===== src/rtl/eth_pcs_rx_descrambler.sv =====
// 10GBASE-R RX descrambler (1 + x^39 + x^58) and 66-bit block assembler.
// Pairs each sync header with two descrambled 32-bit words.
module eth_pcs_rx_descrambler #(
  parameter int W_DATA       = 32,
  parameter int W_SYNC       = 2,
  parameter bit DESCR_BYPASS = 1'b0
) (
  input  logic                  i_clk,
  input  logic                  i_reset_n,
  input  logic                  i_hdr_valid,
  input  logic [W_SYNC-1:0]     i_hdr,
  input  logic                  i_data_valid,
  input  logic [W_DATA-1:0]     i_data,
  input  logic                  i_rx_lock,
  output logic                  o_blk_valid,
  output logic [W_SYNC-1:0]     o_blk_hdr,
  output logic [2*W_DATA-1:0]   o_blk_data,
  output logic                  o_seq_err
);

  localparam int W_ST = 58;

  logic [W_ST-1:0]     scr_q;
  logic [W_ST-1:0]     scr_d;
  logic [W_DATA-1:0]   d39;
  logic [W_DATA-1:0]   d58;
  logic [W_DATA-1:0]   descr;

  logic                wcnt_q;
  logic                wcnt_d;
  logic                pend_q;
  logic                pend_d;
  logic                pend_eff;
  logic                wcnt_eff;
  logic [W_SYNC-1:0]   hdr_q;
  logic [W_SYNC-1:0]   hdr_d;
  logic [W_DATA-1:0]   w0_q;
  logic [W_DATA-1:0]   w0_d;
  logic                blk_v_d;
  logic                seq_err_d;
  logic [W_SYNC-1:0]   blk_hdr_d;
  logic [2*W_DATA-1:0] blk_data_d;

  // Taps never reach into the current word while W_DATA <= 39.
  always_comb begin
    d39 = '0;
    d58 = '0;
    for (int i = 0; i < W_DATA; i++) begin
      d39[i] = scr_q[38-i];
      d58[i] = scr_q[57-i];
    end
    descr = i_data ^ ({W_DATA{!DESCR_BYPASS}} & (d39 ^ d58));
  end

  always_comb begin
    scr_d = '0;
    for (int k = 0; k < W_DATA; k++) begin
      scr_d[k] = i_data[W_DATA-1-k];
    end
    scr_d[W_ST-1:W_DATA] = scr_q[W_ST-1-W_DATA:0];
  end

  always_comb begin
    wcnt_d     = wcnt_q;
    pend_d     = pend_q;
    hdr_d      = hdr_q;
    w0_d       = w0_q;
    blk_v_d    = 1'b0;
    seq_err_d  = 1'b0;
    blk_hdr_d  = o_blk_hdr;
    blk_data_d = o_blk_data;
    pend_eff   = pend_q;
    wcnt_eff   = wcnt_q;
    if (!i_rx_lock) begin
      wcnt_d = 1'b0;
      pend_d = 1'b0;
    end else begin
      if (i_hdr_valid) begin
        hdr_d     = i_hdr;
        pend_d    = 1'b1;
        wcnt_d    = 1'b0;
        seq_err_d = wcnt_q;
        pend_eff  = 1'b1;
        wcnt_eff  = 1'b0;
      end
      // A word in the header cycle opens the new block.
      if (i_data_valid && pend_eff) begin
        if (!wcnt_eff) begin
          w0_d   = descr;
          wcnt_d = 1'b1;
        end else begin
          blk_v_d    = 1'b1;
          blk_hdr_d  = hdr_q;
          blk_data_d = {descr, w0_q};
          pend_d     = 1'b0;
          wcnt_d     = 1'b0;
        end
      end
    end
  end

  always_ff @(posedge i_clk or negedge i_reset_n) begin
    if (!i_reset_n) begin
      scr_q       <= '0;
      wcnt_q      <= 1'b0;
      pend_q      <= 1'b0;
      hdr_q       <= '0;
      w0_q        <= '0;
      o_blk_valid <= 1'b0;
      o_seq_err   <= 1'b0;
      o_blk_hdr   <= '0;
      o_blk_data  <= '0;
    end else begin
      if (i_data_valid) begin
        scr_q <= scr_d;
      end
      wcnt_q      <= wcnt_d;
      pend_q      <= pend_d;
      hdr_q       <= hdr_d;
      w0_q        <= w0_d;
      o_blk_valid <= blk_v_d;
      o_seq_err   <= seq_err_d;
      o_blk_hdr   <= blk_hdr_d;
      o_blk_data  <= blk_data_d;
    end
  end

endmodule


===== config.mk =====
export PLATFORM = sky130hd
export DESIGN_NAME = eth_pcs_rx_descrambler
export DESIGN_NICKNAME = d
export VERILOG_FILES = /design/src/rtl/eth_pcs_rx_descrambler.sv
export SDC_FILE = /design/constraint.sdc
export NUM_CORES = 1
export LEC_CHECK = 0
export ABC_AREA = 1
export CORE_UTILIZATION = 54
export DETAILED_ROUTE_END_ITERATION = 7
export GPL_TIMING_DRIVEN = 0
export HOLD_SLACK_MARGIN = 0.12
export PLACE_DENSITY = 0.88
export SKIP_CTS_REPAIR_TIMING = 1
export SYNTH_ARGS = -nofsm -noshare
export SYNTH_HDL_FRONTEND = slang
export SYNTH_SLANG_ARGS = --single-unit

===== constraint.sdc =====
create_clock -name i_clk -period 1.6 [get_ports i_clk]
set_input_delay 0.32 -clock i_clk [delete_from_list [all_inputs] [get_ports i_clk]]
set_output_delay 0.32 -clock i_clk [all_outputs]
set_load 0.01 [all_outputs]

# --- Word level (Yosys, flattened, before mapping) ---
# Cells that the tools add are included.
op_classes:
  n_addsub: 0
  mul: 0
  div: 0
  n_lt_le_gt_ge: 0
  n_eq_ne: 0
  shift: 0
  muxes: 15
  bitwise: 3
  n_reduce_logical: 4
op_table:
  columns: ["op", "n"]
  rows:
  - ["XOR 32 bit", 2]
  - ["two-way mux 1 bit", 15]
  - ["AND reduction 3 bit", 2]
  - ["AND reduction 2 bit", 1]
  - ["logical AND 1 bit", 1]
  - ["NOT 1 bit", 1]
word_totals:
  ff_bits: 162
  latch_bits: 0
  mem_bits_rw: 0
  mem_bits_ro: 0
  input_bits: 39
  output_inout_bits: 68
  elab_cells: 31
  n_memories: 0

# --- Depth between registers and ports, before layout ---
# Gate-level depths: netlist of run 1.
logic_depth:
  depth_word: 5
  mapped_depth: 8
  mapped_depth_nobuf: 7

# --- Worst setup path after synthesis of run 1 ---
# No wires, ideal clock.
synth_timing:
  path_type: "register to register"
  start: "register pend_q"
  end: "register o_blk_data[39]"
  setup_ns: 0.065
  arrival_time_ns: 1.109
  required_ns: 1.535
  slack_ns: 0.426
  stages_incl_launch_ff: 8
  path_buffers: 2
  period_less_slack_ns: 1.174
  path_cell_list: "dfrtp_1 > nor2_1 > nor2_1 > nand3_1 > buf_2 > buf_2 > nand2_1 > nand2_1"
synth_via:
  elab_chain_cells: 4
synth_lines:
  columns: ["item", "line", "rtl"]
  rows:
  - ["start, declared", "31", "logic pend_q;"]
  - ["start signal, assigned", "118", "pend_q <= pend_d;"]
  - ["two-way mux 1 bit", "78", "if (i_hdr_valid) begin"]
  - ["two-way mux 1 bit", "74", "if (!i_rx_lock) begin"]
  - ["logical AND 1 bit", "87", "if (i_data_valid && pend_eff) begin"]
  - ["AND reduction 3 bit (no source line)", null, null]
  - ["end signal, assigned", "124", "o_blk_data <= blk_data_d;"]
  - ["end, declared", "17", "output logic [2*W_DATA-1:0] o_blk_data,"]
# No other way between the ends. The select of a mux whose other input is x is not followed.
# A chain may end at the register's enable or synchronous reset.

# --- Worst setup path after layout of run 1 ---
layout_timing:
  start: "input port i_hdr_valid"
  end: "register w0_q[17]"
layout_via:
  elab_chain_cells: 4
  word_cells_on_any_way: 7
  classes_between: "mux: 4; bitwise: 1; reduce/logical: 2"
layout_lines:
  columns: ["item", "line", "rtl"]
  rows:
  - ["start, declared", "10", "input logic i_hdr_valid,"]
  - ["two-way mux 1 bit", "78", null]
  - ["two-way mux 1 bit", "74", null]
  - ["logical AND 1 bit / NOT 1 bit (equally long branches)", null, null]
  - ["AND reduction 3 bit (no source line) *", null, null]
  - ["end signal, assigned", "120", "w0_q <= w0_d;"]
  - ["end, declared", "37", "logic [W_DATA-1:0] w0_q;"]
# Every way passes the cells marked *; elsewhere a longest branch is shown, timed or not. The select of a mux whose other input is x is not followed.

==> tab_implementation.tex, run 1 <==
\begin{tabular}{lr}
\hline
Metric & Value \\
\hline
\multicolumn{2}{l}{\textbf{Outcome}} \\
Status & finished, final reports clean \\
\multicolumn{2}{l}{\textbf{Placed design}} \\
Worst-case setup slack after placement & -549 ps \\
IO Port Bufs & 106 \\
DPL Wire Length & 12700 µm \\
RD Place Congestion & 0.849 \\
\multicolumn{2}{l}{\textbf{Route}} \\
Drt wl/cell & 15.5 µm \\
Count of antenna-violating nets left after detailed routing & 0 \\
First-pass iteration count of the detailed router & 7 \\
Via count & 6263 \\
Violation count after the first detailed-routing iteration & 519 \\
DR DRC count & 0 \\
Mean number of vias per cell & 5.17 \\
Final routed wirelength across all metal layers & 18800 µm \\
\multicolumn{2}{l}{\textbf{Setup path}} \\
Critical path peak fanout & 10 \\
Critical path launch point type & input pin \\
Setup Crit Path Kind & in -> reg \\
Data required, critical path & 1910 ps \\
Nature of the critical path endpoint & flop \\
Worst endpoint data arrival time & 1790 ps \\
\multicolumn{2}{l}{\textbf{Logic synthesis}} \\
Yosys top cell by area & sky130\_fd\_sc\_hd\_\_dfrtp\_1 \\
Number of instances in the synthesized netlist & 901 \\
Ranking of synthesized cells by area & sky130\_fd\_sc\_hd\_\_dfrtp\_1 58\%, sky130\_fd\_sc\_hd\_\_nand2\_1 28\%, sky130\_fd\_sc\_hd\_\_inv\_1 4.6\%, sky130\_fd\_sc\_hd\_\_o21ai\_0 4.1\%, sky130\_fd\_sc\_hd\_\_nand3\_1 2.4\% \\
Area of the mapped netlist & 7030 µm² \\
Synthesis warning total & 0 \\
Seq/Total Area, Yosys & 57.7\% \\
Share of Yosys cell area claimed by the top area cell type & 57.7\% \\
Distinct cell type count of the synthesized netlist & 16 \\
Synth Area per Inst & 7.80 µm² \\
Post-Synthesis Net Count & 940 \\
Number of synthesized register bits & 162 \\
\multicolumn{2}{l}{\textbf{Timing}} \\
Pins Over Slew Limit & 0 \\
Count of endpoints failing hold in the final timing report & 0 \\
Max-slew headroom at the worst pin & 56.9\% \\
Summed negative setup slack over all endpoints & 0 ps \\
Final critical-path share of the clock period & 92.5\% \\
Unrepaired setup endpoints after global routing & true \\
Time the worst path needs with I/O delays and setup & 1480 ps \\
Slew at the pin closest to its max-slew limit & 647 ps \\
Setup Viol. Count Final & 0 \\
Max Clock Skew & 6.02 ps \\
Post-route worst setup slack & 120 ps \\
Maximum clock frequency & 676 MHz \\
\multicolumn{2}{l}{\textbf{CTS}} \\
H-tree level count & 4 \\
Clock latency of the later-clocked register in the worst-skew pair & 430 ps \\
Clock buffer count from CTS & 17 \\
TritonCTS clock tree & yes \\
Clock sink total & 162 \\
Clock edge transition at the registers on the reported setup and hold paths & 60 ps \\
Longest Clk Path Bufs & 2 \\
Clock Root Buffer & sky130\_fd\_sc\_hd\_\_clkbuf\_16 \\
\multicolumn{2}{l}{\textbf{Global route}} \\
Antenna violations before repair & 1 \\
GRT Resource Usage Total & 29.2\% \\
Largest net degree at the start of global routing & 106 \\
Wire length of the first global-routing pass & 29200 µm \\
Via count of the first global-routing pass & 6004 \\
Total grt overflow & 0 \\
\multicolumn{2}{l}{\textbf{Finish}} \\
Fraction of layout instances using a drive strength above 1 & 5.00\% \\
Most frequent standard cell in the layout excluding fill and tap cells & sky130\_fd\_sc\_hd\_\_nand2\_1 \\
Commonest cells after routing, fill and taps aside & 516 x sky130\_fd\_sc\_hd\_\_nand2\_1, 162 x sky130\_fd\_sc\_hd\_\_dfrtp\_1, 87 x sky130\_fd\_sc\_hd\_\_inv\_1 \\
Area growth from synthesis to final layout & 28.4\% \\
Diodes inserted & 0 \\
Final \#Nets & 1067 \\
\multicolumn{2}{l}{\textbf{Die}} \\
Starting density of the core & 55.5\% \\
Area of the die & 13500 µm² \\
Count of pins on the block boundary & 107 \\
Area inside the core boundary & 12700 µm² \\
Core Rows & 41 \\
Die X & 116 µm \\
Die H & 116 µm \\
\multicolumn{2}{l}{\textbf{Min path}} \\
Path class of the lowest-slack min-delay path & in -> reg \\
\multicolumn{2}{l}{\textbf{Flow run}} \\
Max cap viols & 0 \\
\multicolumn{2}{l}{\textbf{Power and ir drop}} \\
Static leakage & 6.02 nW \\
P per Cell Area & 1160 nW/µm² \\
Worst supply voltage drop on vdd & 603 µV \\
\hline
\end{tabular}
-- stage by stage --
stage | instances | total power [mW] | utilization [%] | hold slack, ps | instance area, µm²
2_1_floorplan | 901 | 6.01 | - | 24.4 | 7030
3_3_place_gp | 1179 | 6.96 | 65.6 | 454 | 8310
3_5_place_dp | 1180 | 7.05 | 65.8 | 323 | 8340
4_1_cts | 1211 | 10.5 | 69.7 | -131 | 8830
5_1_grt | 1212 | 11.0 | 71.3 | 422 | 9030
6_report | 1212 | 10.5 | 71.3 | 385 | 9030
-- per-layer routing --
| layer | global-route usage [%] | up-vias | wire [µm] | part of all wire [%] |
|---|---|---|---|---|
| li1 | - | 2981 | - | - |
| met1 | 36.0 | 2985 | 7500 | 40 |
| met2 | 48.1 | 252 | 9210 | 49 |
| met3 | 7.11 | 45 | 1380 | 7.4 |
| met4 | 15.5 | 0 | 700 | 3.7 |
| met5 | 0 | - | 0 | 0 |
-- critical path: stages --
cell	delay, ps
sky130_fd_sc_hd__clkdlybuf4s50_1	540
sky130_fd_sc_hd__nor2_1	80
sky130_fd_sc_hd__nor2_1	130
sky130_fd_sc_hd__nand3_1	260
sky130_fd_sc_hd__clkbuf_2	280
sky130_fd_sc_hd__nand2_1	120
sky130_fd_sc_hd__nand2_1	60
-- final timing paths --
kind | from | endpoint | slack [ps] | cells past startpoint
hold reg to reg | o_blk_data[2] | o_blk_data[2] | 460 | 2
setup / recovery | i_hdr_valid | w0_q[17] | 120 | 7
setup reg to reg | wcnt_q | o_blk_data[21] | 180 | 6
hold / removal | i_data_valid | scr_q[1] | 390 | 3
min in group asynchronous | i_reset_n | w0_q[20] | 430 | 2
max in group asynchronous | i_reset_n | scr_q[40] | 280 | 3
-- final cells by class --
class / count / area (µm²)
Tap cell: 172 / 215
Clock inverter: 7 / 37.5
Timing Repair Buffer: 108 / 1270
Sequential cell: 162 / 4050
Buffer: 32 / 205
Inverter: 88 / 330
Multi-Input combinational cell: 619 / 2460
Clock buffer: 24 / 452
Fill cell: 956 / 3640
-- cells by family (layout without fill, tap and decap cells) --
logic type             after synthesis  after routing  synth area share, %
multiplexers                         2              2                0.320
flip-flops                         162            162                 57.7
AO/OA/AOI/OAI                       60             60                 4.27
buffers and inverters              120            259                 7.35
AND/OR/NAND/NOR                    557            557                 30.4
-- power by group --
group          switching (mW)  internal [mW]
logic                    1.12          0.825
registers               0.352           4.68
clock network            1.54           1.95
total                    3.01           7.46
-- cell usage after synthesis --
cell / n
sky130_fd_sc_hd__a21oi_1: 1
sky130_fd_sc_hd__buf_2: 8
sky130_fd_sc_hd__buf_4: 1
sky130_fd_sc_hd__buf_6: 7
sky130_fd_sc_hd__clkbuf_1: 16
sky130_fd_sc_hd__dfrtp_1: 162
sky130_fd_sc_hd__inv_1: 87
sky130_fd_sc_hd__inv_2: 1
sky130_fd_sc_hd__mux2_2: 2
sky130_fd_sc_hd__nand2_1: 516
sky130_fd_sc_hd__nand3_1: 34
sky130_fd_sc_hd__nand4_1: 1
sky130_fd_sc_hd__nor2_1: 5
sky130_fd_sc_hd__nor2_2: 1
sky130_fd_sc_hd__o21ai_0: 58
sky130_fd_sc_hd__o21ai_1: 1
-- flip-flops by register name (all words and copies together) (netlist names), 2 cells and up --
name,cells
w0_q,32
o_blk_data,64
scr_q,58
hdr_q,2
o_blk_hdr,2
No activity file was read; power rests on OpenSTA's default activity.
==> inputs of run 2 (changes only) <==
Settings changed: ABC_AREA 1 to default, ABC_CLOCK_PERIOD_IN_PS from default to 1600, CORE_UTILIZATION 54 to 53, GPL_TIMING_DRIVEN 0 to default, PLACE_DENSITY 0.88 to 0.87.
==> run 2 against run 1 <==
Against the previous run: sequential share of layout area rose by 0.83 points; via count fell by 41%; power rose by 19%; non-clock buffer count fell by 19; first-iteration DRC count fell by 66%; clock power rose by 20%; final cell count fell by 41%; fmax fell by 5.4%; worst hold slack got worse by 150 ps; synthesized cell count fell by 54%; routed wire length fell by 31%.
==> tab_implementation.tex, run 2 <==
\begin{tabular}{lr}
\hline
Metric & Value \\
\hline
\multicolumn{2}{l}{\textbf{Timing}} \\
Setup Viol. Count Final & 0 (unchanged) \\
Unrepaired setup endpoints after global routing & false \\
Maximum clock frequency & 639 MHz (-5.4\%) \\
Hold slack & 235 ps (-151 ps) \\
Pins Over Slew Limit & 0 (unchanged) \\
Max-slew headroom at the worst pin & 72.6\% (+16 points) \\
Count of endpoints failing hold in the final timing report & 0 (unchanged) \\
Max Clock Skew & 6.34 ps (+0.319 ps) \\
Time the worst path needs with I/O delays and setup & 1560 ps (+84.9 ps) \\
Slew at the pin closest to its max-slew limit & 408 ps (-239 ps) \\
Final critical-path share of the clock period & 97.8\% (+5.3 points) \\
\multicolumn{2}{l}{\textbf{Placed design}} \\
RD Place Congestion & 0.761 (-10\%) \\
Post-detailed-placement cell area & 8030 µm² (-3.6\%) \\
DPL Wire Length & 8660 µm (-32\%) \\
IO Port Bufs & 106 (unchanged) \\
Total placed cells including tap cells & 684 (-42\%) \\
\multicolumn{2}{l}{\textbf{Die}} \\
Starting density of the core & 55.2\% (-0.34 points) \\
Count of pins on the block boundary & 107 (unchanged) \\
Die X & 115 µm (-1.2\%) \\
Area of the die & 13200 µm² (-2.4\%) \\
Core Rows & 40 (-2.4\%) \\
Die H & 115 µm (-1.2\%) \\
Area inside the core boundary & 12200 µm² (-3.6\%) \\
\multicolumn{2}{l}{\textbf{CTS}} \\
Clock latency of the later-clocked register in the worst-skew pair & 420 ps (about the same) \\
Clock edge transition at the registers on the reported setup and hold paths & 60 ps (about the same) \\
Clock buffer count from CTS & 17 (unchanged) \\
Longest Clk Path Bufs & 2 (unchanged) \\
Clock Root Buffer & sky130\_fd\_sc\_hd\_\_clkbuf\_16 \\
Clock sink total & 162 (unchanged) \\
H-tree level count & 4 (unchanged) \\
TritonCTS clock tree & yes \\
\multicolumn{2}{l}{\textbf{Finish}} \\
Post-route non-filler standard cell count & 719 (-41\%) \\
Final \#Nets & 577 (-46\%) \\
Filler cell count & 807 (-16\%) \\
Diodes inserted & 0 (unchanged) \\
Final standard cell area without fillers & 8870 µm² (-1.8\%) \\
Fin util & 72.6\% (+1.3 points) \\
Commonest cells after routing, fill and taps aside & 162 x sky130\_fd\_sc\_hd\_\_dfrtp\_1, 127 x sky130\_fd\_sc\_hd\_\_mux2\_2, 68 x sky130\_fd\_sc\_hd\_\_dlymetal6s2s\_1 \\
Number of flip-flops under the largest register name & 64 (unchanged) \\
Fraction of layout instances using a drive strength above 1 & 37.4\% (+32 points) \\
Biggest regs & o\_blk\_data x64, scr\_q x58, w0\_q x32 \\
Largest register by flop count & o\_blk\_data \\
Area growth from synthesis to final layout & 31.6\% \\
Most frequent standard cell in the layout excluding fill and tap cells & sky130\_fd\_sc\_hd\_\_dfrtp\_1 \\
\multicolumn{2}{l}{\textbf{Route}} \\
DR DRC count & 0 (unchanged) \\
First-pass iteration count of the detailed router & 4 (-3) \\
Final routed wirelength across all metal layers & 13000 µm (-31\%) \\
Via count & 3665 (-41\%) \\
Drt wl/cell & 18.1 µm (+17\%) \\
Mean number of vias per cell & 5.10 (-1.4\%) \\
Violation count after the first detailed-routing iteration & 179 (-66\%) \\
Count of antenna-violating nets left after detailed routing & 0 (unchanged) \\
\multicolumn{2}{l}{\textbf{Setup path}} \\
Max incr delay on CP & 420 ps (-120 ps) \\
Data required, critical path & 1900 ps (about the same) \\
Reg-to-Reg Start & wcnt\_q \\
Critical path cell sequence & nor2b\_2 > nand4\_1 > buf\_4 > clkbuf\_16 > mux2\_2 \\
Reg2reg end & o\_blk\_data[7] \\
Number of cells traversed by the worst register-to-register path & 5 (-1) \\
Count of buffer and inverter cells on the critical path & 2 (unchanged) \\
Nature of the critical path endpoint & flop \\
Setup Crit Path Kind & reg -> reg \\
Critical path peak fanout & 25 (+15) \\
Critical path launch point type & flop \\
R2r setup slk & 40 ps (-140 ps) \\
Largest delay share family, worst path & flip-flops \\
Worst endpoint data arrival time & 1870 ps (+80 ps) \\
Highest-delay cell along the critical path & sky130\_fd\_sc\_hd\_\_dfrtp\_1 \\
\multicolumn{2}{l}{\textbf{Power and ir drop}} \\
Static leakage & 4.94 nW (-18\%) \\
Worst supply voltage drop on vdd & 802 µV (+33\%) \\
P per Cell Area & 1410 nW/µm² (+22\%) \\
\multicolumn{2}{l}{\textbf{Min path}} \\
Hold Path Sink & wcnt\_q \\
Hold path depth & 3 (unchanged) \\
Path class of the lowest-slack min-delay path & in -> reg \\
Startpoint of the most critical hold path & i\_data\_valid \\
\multicolumn{2}{l}{\textbf{Outcome}} \\
Status & finished, final reports clean \\
\multicolumn{2}{l}{\textbf{Global route}} \\
Via count of the first global-routing pass & 3883 (-35\%) \\
Wire length of the first global-routing pass & 20700 µm (-29\%) \\
Antenna violations before repair & 0 (-1) \\
Total grt overflow & 0 (unchanged) \\
GRT Resource Usage Total & 21.1\% (-8.1 points) \\
Largest net degree at the start of global routing & 59 (-44\%) \\
\multicolumn{2}{l}{\textbf{Logic synthesis}} \\
Leading cell types by count after synthesis & 162 x sky130\_fd\_sc\_hd\_\_dfrtp\_1, 127 x sky130\_fd\_sc\_hd\_\_mux2\_2, 64 x sky130\_fd\_sc\_hd\_\_xnor2\_1 \\
Synth Area per Inst & 16.2 µm² (+110\%) \\
Proportion of register bits with asynchronous set or reset after synthesis & 100\% (unchanged) \\
Yosys top cell by area & sky130\_fd\_sc\_hd\_\_dfrtp\_1 \\
Share of Yosys cell area claimed by the top area cell type & 60.2\% (+2.5 points) \\
Cell with the most instances after synthesis & sky130\_fd\_sc\_hd\_\_dfrtp\_1 \\
Synthesis warning total & 0 (unchanged) \\
Seq/Total Area, Yosys & 60.2\% (+2.5 points) \\
Number of enable-type register cells in the synthesized netlist & 0 (unchanged) \\
Distinct cell type count of the synthesized netlist & 20 (+4) \\
Number of instances in the synthesized netlist & 415 (-54\%) \\
Post-Synthesis Net Count & 454 (-52\%) \\
Commonest register cell after synthesis & sky130\_fd\_sc\_hd\_\_dfrtp\_1 \\
Ranking of synthesized cells by area & sky130\_fd\_sc\_hd\_\_dfrtp\_1 60\%, sky130\_fd\_sc\_hd\_\_mux2\_2 21\%, sky130\_fd\_sc\_hd\_\_xnor2\_1 8.3\%, sky130\_fd\_sc\_hd\_\_mux2\_4 6.9\%, sky130\_fd\_sc\_hd\_\_clkbuf\_8 0.61\% \\
Number of synthesized register bits & 162 (unchanged) \\
Area of the mapped netlist & 6740 µm² (-4.2\%) \\
\multicolumn{2}{l}{\textbf{Flow run}} \\
Max cap viols & 0 (unchanged) \\
\hline
\end{tabular}
run 2: cell types whose count changed after synthesis, sizes merged:
cell	before	now
nand3	34	0
a21boi	0	1
nor2	6	0
inv	88	1
o211a	0	1
nand2	516	4
nor2b	0	2
mux2	2	158
xnor2	0	64
o21ai	59	1
clkbuf	16	4
and3	0	1
buf	16	13
and2b	0	1
run 2: logic make-up after synthesis:
| kind of cell | share of synthesized area [%] |
|---|---|
| AOI/OAI and AO/OA | 0.520 |
| and+or+nand+nor | 0.780 |
| muxes | 28.1 |
| buffers and inverters | 2.04 |
| DFF | 60.2 |
| xor gates and xnor gates | 8.32 |
run 2: how the worst max path moves through the flow:
stage	from	endpoint	depth (start not counted)
2_1_floorplan	wcnt_q	o_blk_data[16]	5
3_3_place_gp	i_hdr_valid	o_blk_data[9]	5
3_5_place_dp	i_hdr_valid	o_blk_data[56]	5
4_1_cts	o_blk_data[31]	o_blk_data[31]	1
5_1_grt	wcnt_q	o_blk_data[56]	5
6_report	wcnt_q	o_blk_data[7]	5
run 2: layout make-up:
type / instances / area [µm²] / area share [%]
Sequential cell: 162 / 4050 / 45.7
Multi-Input combinational cell: 235 / 2540 / 28.7
Timing Repair Buffer: 121 / 1440 / 16.3
Clock buffer: 22 / 454 / 5.12
Tap cell: 168 / 210 / 2.37
Clock inverter: 10 / 158 / 1.78
Inverter: 1 / 3.75 / 0.0423
run 2: worst register-to-register path, cell delays in order (launching register included):
cell	delay (ps)
sky130_fd_sc_hd__dfrtp_1	420
sky130_fd_sc_hd__nor2b_2	180
sky130_fd_sc_hd__nand4_1	70
sky130_fd_sc_hd__buf_4	180
sky130_fd_sc_hd__clkbuf_16	230
sky130_fd_sc_hd__mux2_2	370
run 2: power by group:
part,leakage [nW],internal [mW],switching (mW)
combinational,2.62,1.70,0.996
clock,0.302,2.65,1.56
sequential,2.01,5.03,0.565
total,4.94,9.38,3.12
run 2: per-stage QoR:
| stage | power, mW | TNS (ps) | setup slack (ps) |
|---|---|---|---|
| final | 12.5 | 0 | 35.3 |
| after global routing | 13.1 | 0 | 2.13 |
| after CTS | 12.7 | -3920 | -132 |
| after detailed placement | 8.48 | -25300 | -313 |
| after global placement | 8.34 | -19700 | -242 |
| after floorplan | 7.09 | 0 | 182 |
run 2: per-layer routing:
| layer | GRT usage, % | part of all wire, % |
|---|---|---|
| met5 | 0 | 0 |
| met4 | 8.83 | 2.2 |
| met3 | 5.32 | 4.7 |
| met2 | 33.6 | 49 |
| met1 | 27.8 | 44 |
==> inputs of run 3 (changes only) <==
Settings changed: ABC_AREA from default to 1, CORE_MARGIN from default to 2, CORE_UTILIZATION 53 to 54, PLACE_DENSITY 0.87 to 0.88.
==> run 3 against run 2 <==
Against the previous run: utilization decreased by 0.53 points; final cell count grew 66%; cell area grew 3.0%.
==> tab_implementation.tex, run 3 (synthesis gave the netlist of run 1 again) <==
\begin{tabular}{lr}
\hline
Metric & Value \\
\hline
\multicolumn{2}{l}{\textbf{Setup path}} \\
Number of gates on the worst path with buffers counted & 7 (+2) \\
Count of buffer and inverter cells on the critical path & 2 (unchanged) \\
Reg-to-Reg Start & pend\_q \\
Critical path peak fanout & 22 (-12\%) \\
Setup Crit Path Kind & in -> reg \\
Highest-delay cell along the critical path & sky130\_fd\_sc\_hd\_\_clkdlybuf4s50\_1 \\
Data required, critical path & 1910 ps (about the same) \\
Max incr delay on CP & 530 ps (+110 ps) \\
Launch point of the worst path & i\_hdr\_valid \\
Worst endpoint data arrival time & 1670 ps (-200 ps) \\
Nature of the critical path endpoint & flop \\
Largest delay share family, worst path & buffers and inverters \\
Critical path cell sequence & clkdlybuf4s50\_1 > nor2\_1 > nor2\_1 > nand3\_2 > buf\_4 > nand2\_1 > nand2\_1 \\
Number of cells traversed by the worst register-to-register path & 6 (+1) \\
Critical path launch point type & input pin \\
\multicolumn{2}{l}{\textbf{Finish}} \\
Fin util & 72.1\% (-0.53 points) \\
Largest register by flop count & o\_blk\_data \\
Number of flip-flops under the largest register name & 64 (unchanged) \\
Post-route non-filler standard cell count & 1195 (+66\%) \\
Final \#Nets & 1049 (+82\%) \\
Commonest cells after routing, fill and taps aside & 516 x sky130\_fd\_sc\_hd\_\_nand2\_1, 162 x sky130\_fd\_sc\_hd\_\_dfrtp\_1, 87 x sky130\_fd\_sc\_hd\_\_inv\_1 \\
Most frequent standard cell in the layout excluding fill and tap cells & sky130\_fd\_sc\_hd\_\_nand2\_1 \\
Fraction of layout instances using a drive strength above 1 & 5.08\% (-32 points) \\
Biggest regs & o\_blk\_data x64, scr\_q x58, w0\_q x32 \\
Area growth from synthesis to final layout & 29.9\% \\
Diodes inserted & 0 (unchanged) \\
\multicolumn{2}{l}{\textbf{Power and ir drop}} \\
Static leakage & 6.04 nW (+22\%) \\
P per Cell Area & 1210 nW/µm² (-14\%) \\
Post-layout power & 11.1 mW (-11\%) \\
Worst supply voltage drop on vdd & 554 µV (-31\%) \\
\multicolumn{2}{l}{\textbf{Timing}} \\
Summed negative setup slack over all endpoints & 0 ps (unchanged) \\
Final critical-path share of the clock period & 85.2\% (-13 points) \\
Unrepaired setup endpoints after global routing & false \\
Post-route worst setup slack & 238 ps (+202 ps) \\
Setup Viol. Count Final & 0 (unchanged) \\
Pins Over Slew Limit & 0 (unchanged) \\
Maximum clock frequency & 734 MHz (+15\%) \\
Time the worst path needs with I/O delays and setup & 1360 ps (-202 ps) \\
Slew at the pin closest to its max-slew limit & 392 ps (-16.1 ps) \\
Max-slew headroom at the worst pin & 73.9\% (+1.3 points) \\
Count of endpoints failing hold in the final timing report & 0 (unchanged) \\
Max Clock Skew & 7.90 ps (+1.56 ps) \\
\multicolumn{2}{l}{\textbf{Global route}} \\
GRT Resource Usage Total & 26.3\% (+5.2 points) \\
Largest net degree at the start of global routing & 103 (+75\%) \\
Antenna violations before repair & 0 (unchanged) \\
Wire length of the first global-routing pass & 28600 µm (+39\%) \\
Via count of the first global-routing pass & 5847 (+51\%) \\
Total grt overflow & 0 (unchanged) \\
\multicolumn{2}{l}{\textbf{Placed design}} \\
Total placed cells including tap cells & 1162 (+70\%) \\
RD Place Congestion & 0.882 (+16\%) \\
DPL Wire Length & 11900 µm (+37\%) \\
IO Port Bufs & 106 (unchanged) \\
Worst-case setup slack after placement & -120 ps (+193 ps) \\
\multicolumn{2}{l}{\textbf{Flow run}} \\
Max cap viols & 0 (unchanged) \\
\multicolumn{2}{l}{\textbf{Route}} \\
Violation count after the first detailed-routing iteration & 496 (+180\%) \\
Count of antenna-violating nets left after detailed routing & 0 (unchanged) \\
DR DRC count & 0 (unchanged) \\
Final routed wirelength across all metal layers & 17700 µm (+36\%) \\
Via count & 6057 (+65\%) \\
First-pass iteration count of the detailed router & 5 (+1) \\
Drt wl/cell & 14.8 µm (-18\%) \\
Mean number of vias per cell & 5.07 (-0.56\%) \\
\multicolumn{2}{l}{\textbf{Die}} \\
Area inside the core boundary & 12700 µm² (+3.8\%) \\
Area of the die & 14000 µm² (+6.0\%) \\
Core Rows & 41 (+2.5\%) \\
Die X & 118 µm (+2.9\%) \\
Die H & 118 µm (+2.9\%) \\
Count of pins on the block boundary & 107 (unchanged) \\
Starting density of the core & 55.5\% (+0.34 points) \\
\multicolumn{2}{l}{\textbf{CTS}} \\
Clock latency of the later-clocked register in the worst-skew pair & 430 ps (about the same) \\
TritonCTS clock tree & yes \\
Clock buffer count from CTS & 17 (unchanged) \\
Clock sink total & 162 (unchanged) \\
Clock Root Buffer & sky130\_fd\_sc\_hd\_\_clkbuf\_16 \\
Clock edge transition at the registers on the reported setup and hold paths & 60 ps (about the same) \\
H-tree level count & 4 (unchanged) \\
Longest Clk Path Bufs & 2 (unchanged) \\
\multicolumn{2}{l}{\textbf{Min path}} \\
Hold path depth & 3 (unchanged) \\
Startpoint of the most critical hold path & i\_data\_valid \\
Path class of the lowest-slack min-delay path & in -> reg \\
\multicolumn{2}{l}{\textbf{Outcome}} \\
Status & finished, final reports clean \\
\hline
\end{tabular}
[run 3: area by class of cell]
type	count	area [µm²]
multi-input cells	619	2470
inverters	88	330
clock inverters	10	133
flip-flops and latches	162	4050
well taps	172	215
clock buffers	22	464
repair buffers	122	1460
fillers	933	3540
[run 3: metrics by stage]
stage | area [µm²] | hold WS [ps]
4_1_cts | 8950 | -193
3_5_place_dp | 8360 | 258
5_1_grt | 9130 | 353
6_report | 9130 | 344
3_3_place_gp | 8360 | 255
2_1_floorplan | 7030 | 24.4
[run 3: worst paths after layout]
| kind | slack [ps] | to |
|---|---|---|
| max in group asynchronous | 640 | o_blk_data[58] |
| setup reg to reg | 280 | o_blk_data[25] |
| hold reg to reg | 470 | o_blk_data[28] |
| hold / removal | 340 | wcnt_q |
| min in group asynchronous | 390 | w0_q[18] |
| setup / recovery | 240 | o_blk_data[25] |
[run 3: worst reg2reg max path: cells and delay by family, from the launching register on]
kind,cells,cell delay (ps)
buf+inv,1,250
flops,1,380
simple gates,5,570
[run 3: power breakdown]
part           switching [mW]  total (mW)  internal, mW
Combinational            1.10        1.93         0.836
Clock                    1.59        4.11          2.52
Sequential              0.369        5.05          4.68
Total                    3.05        11.1          8.04
[run 3: per-layer routing]
| metal | wire [µm] | vias to the layer above | GRT usage [%] |
|---|---|---|---|
| li1 | - | 2941 | - |
| met1 | 7440 | 2862 | 33.3 |
| met2 | 8750 | 215 | 44.3 |
| met3 | 922 | 39 | 5.23 |
| met4 | 560 | 0 | 11.1 |
| met5 | 0 | - | 0 |
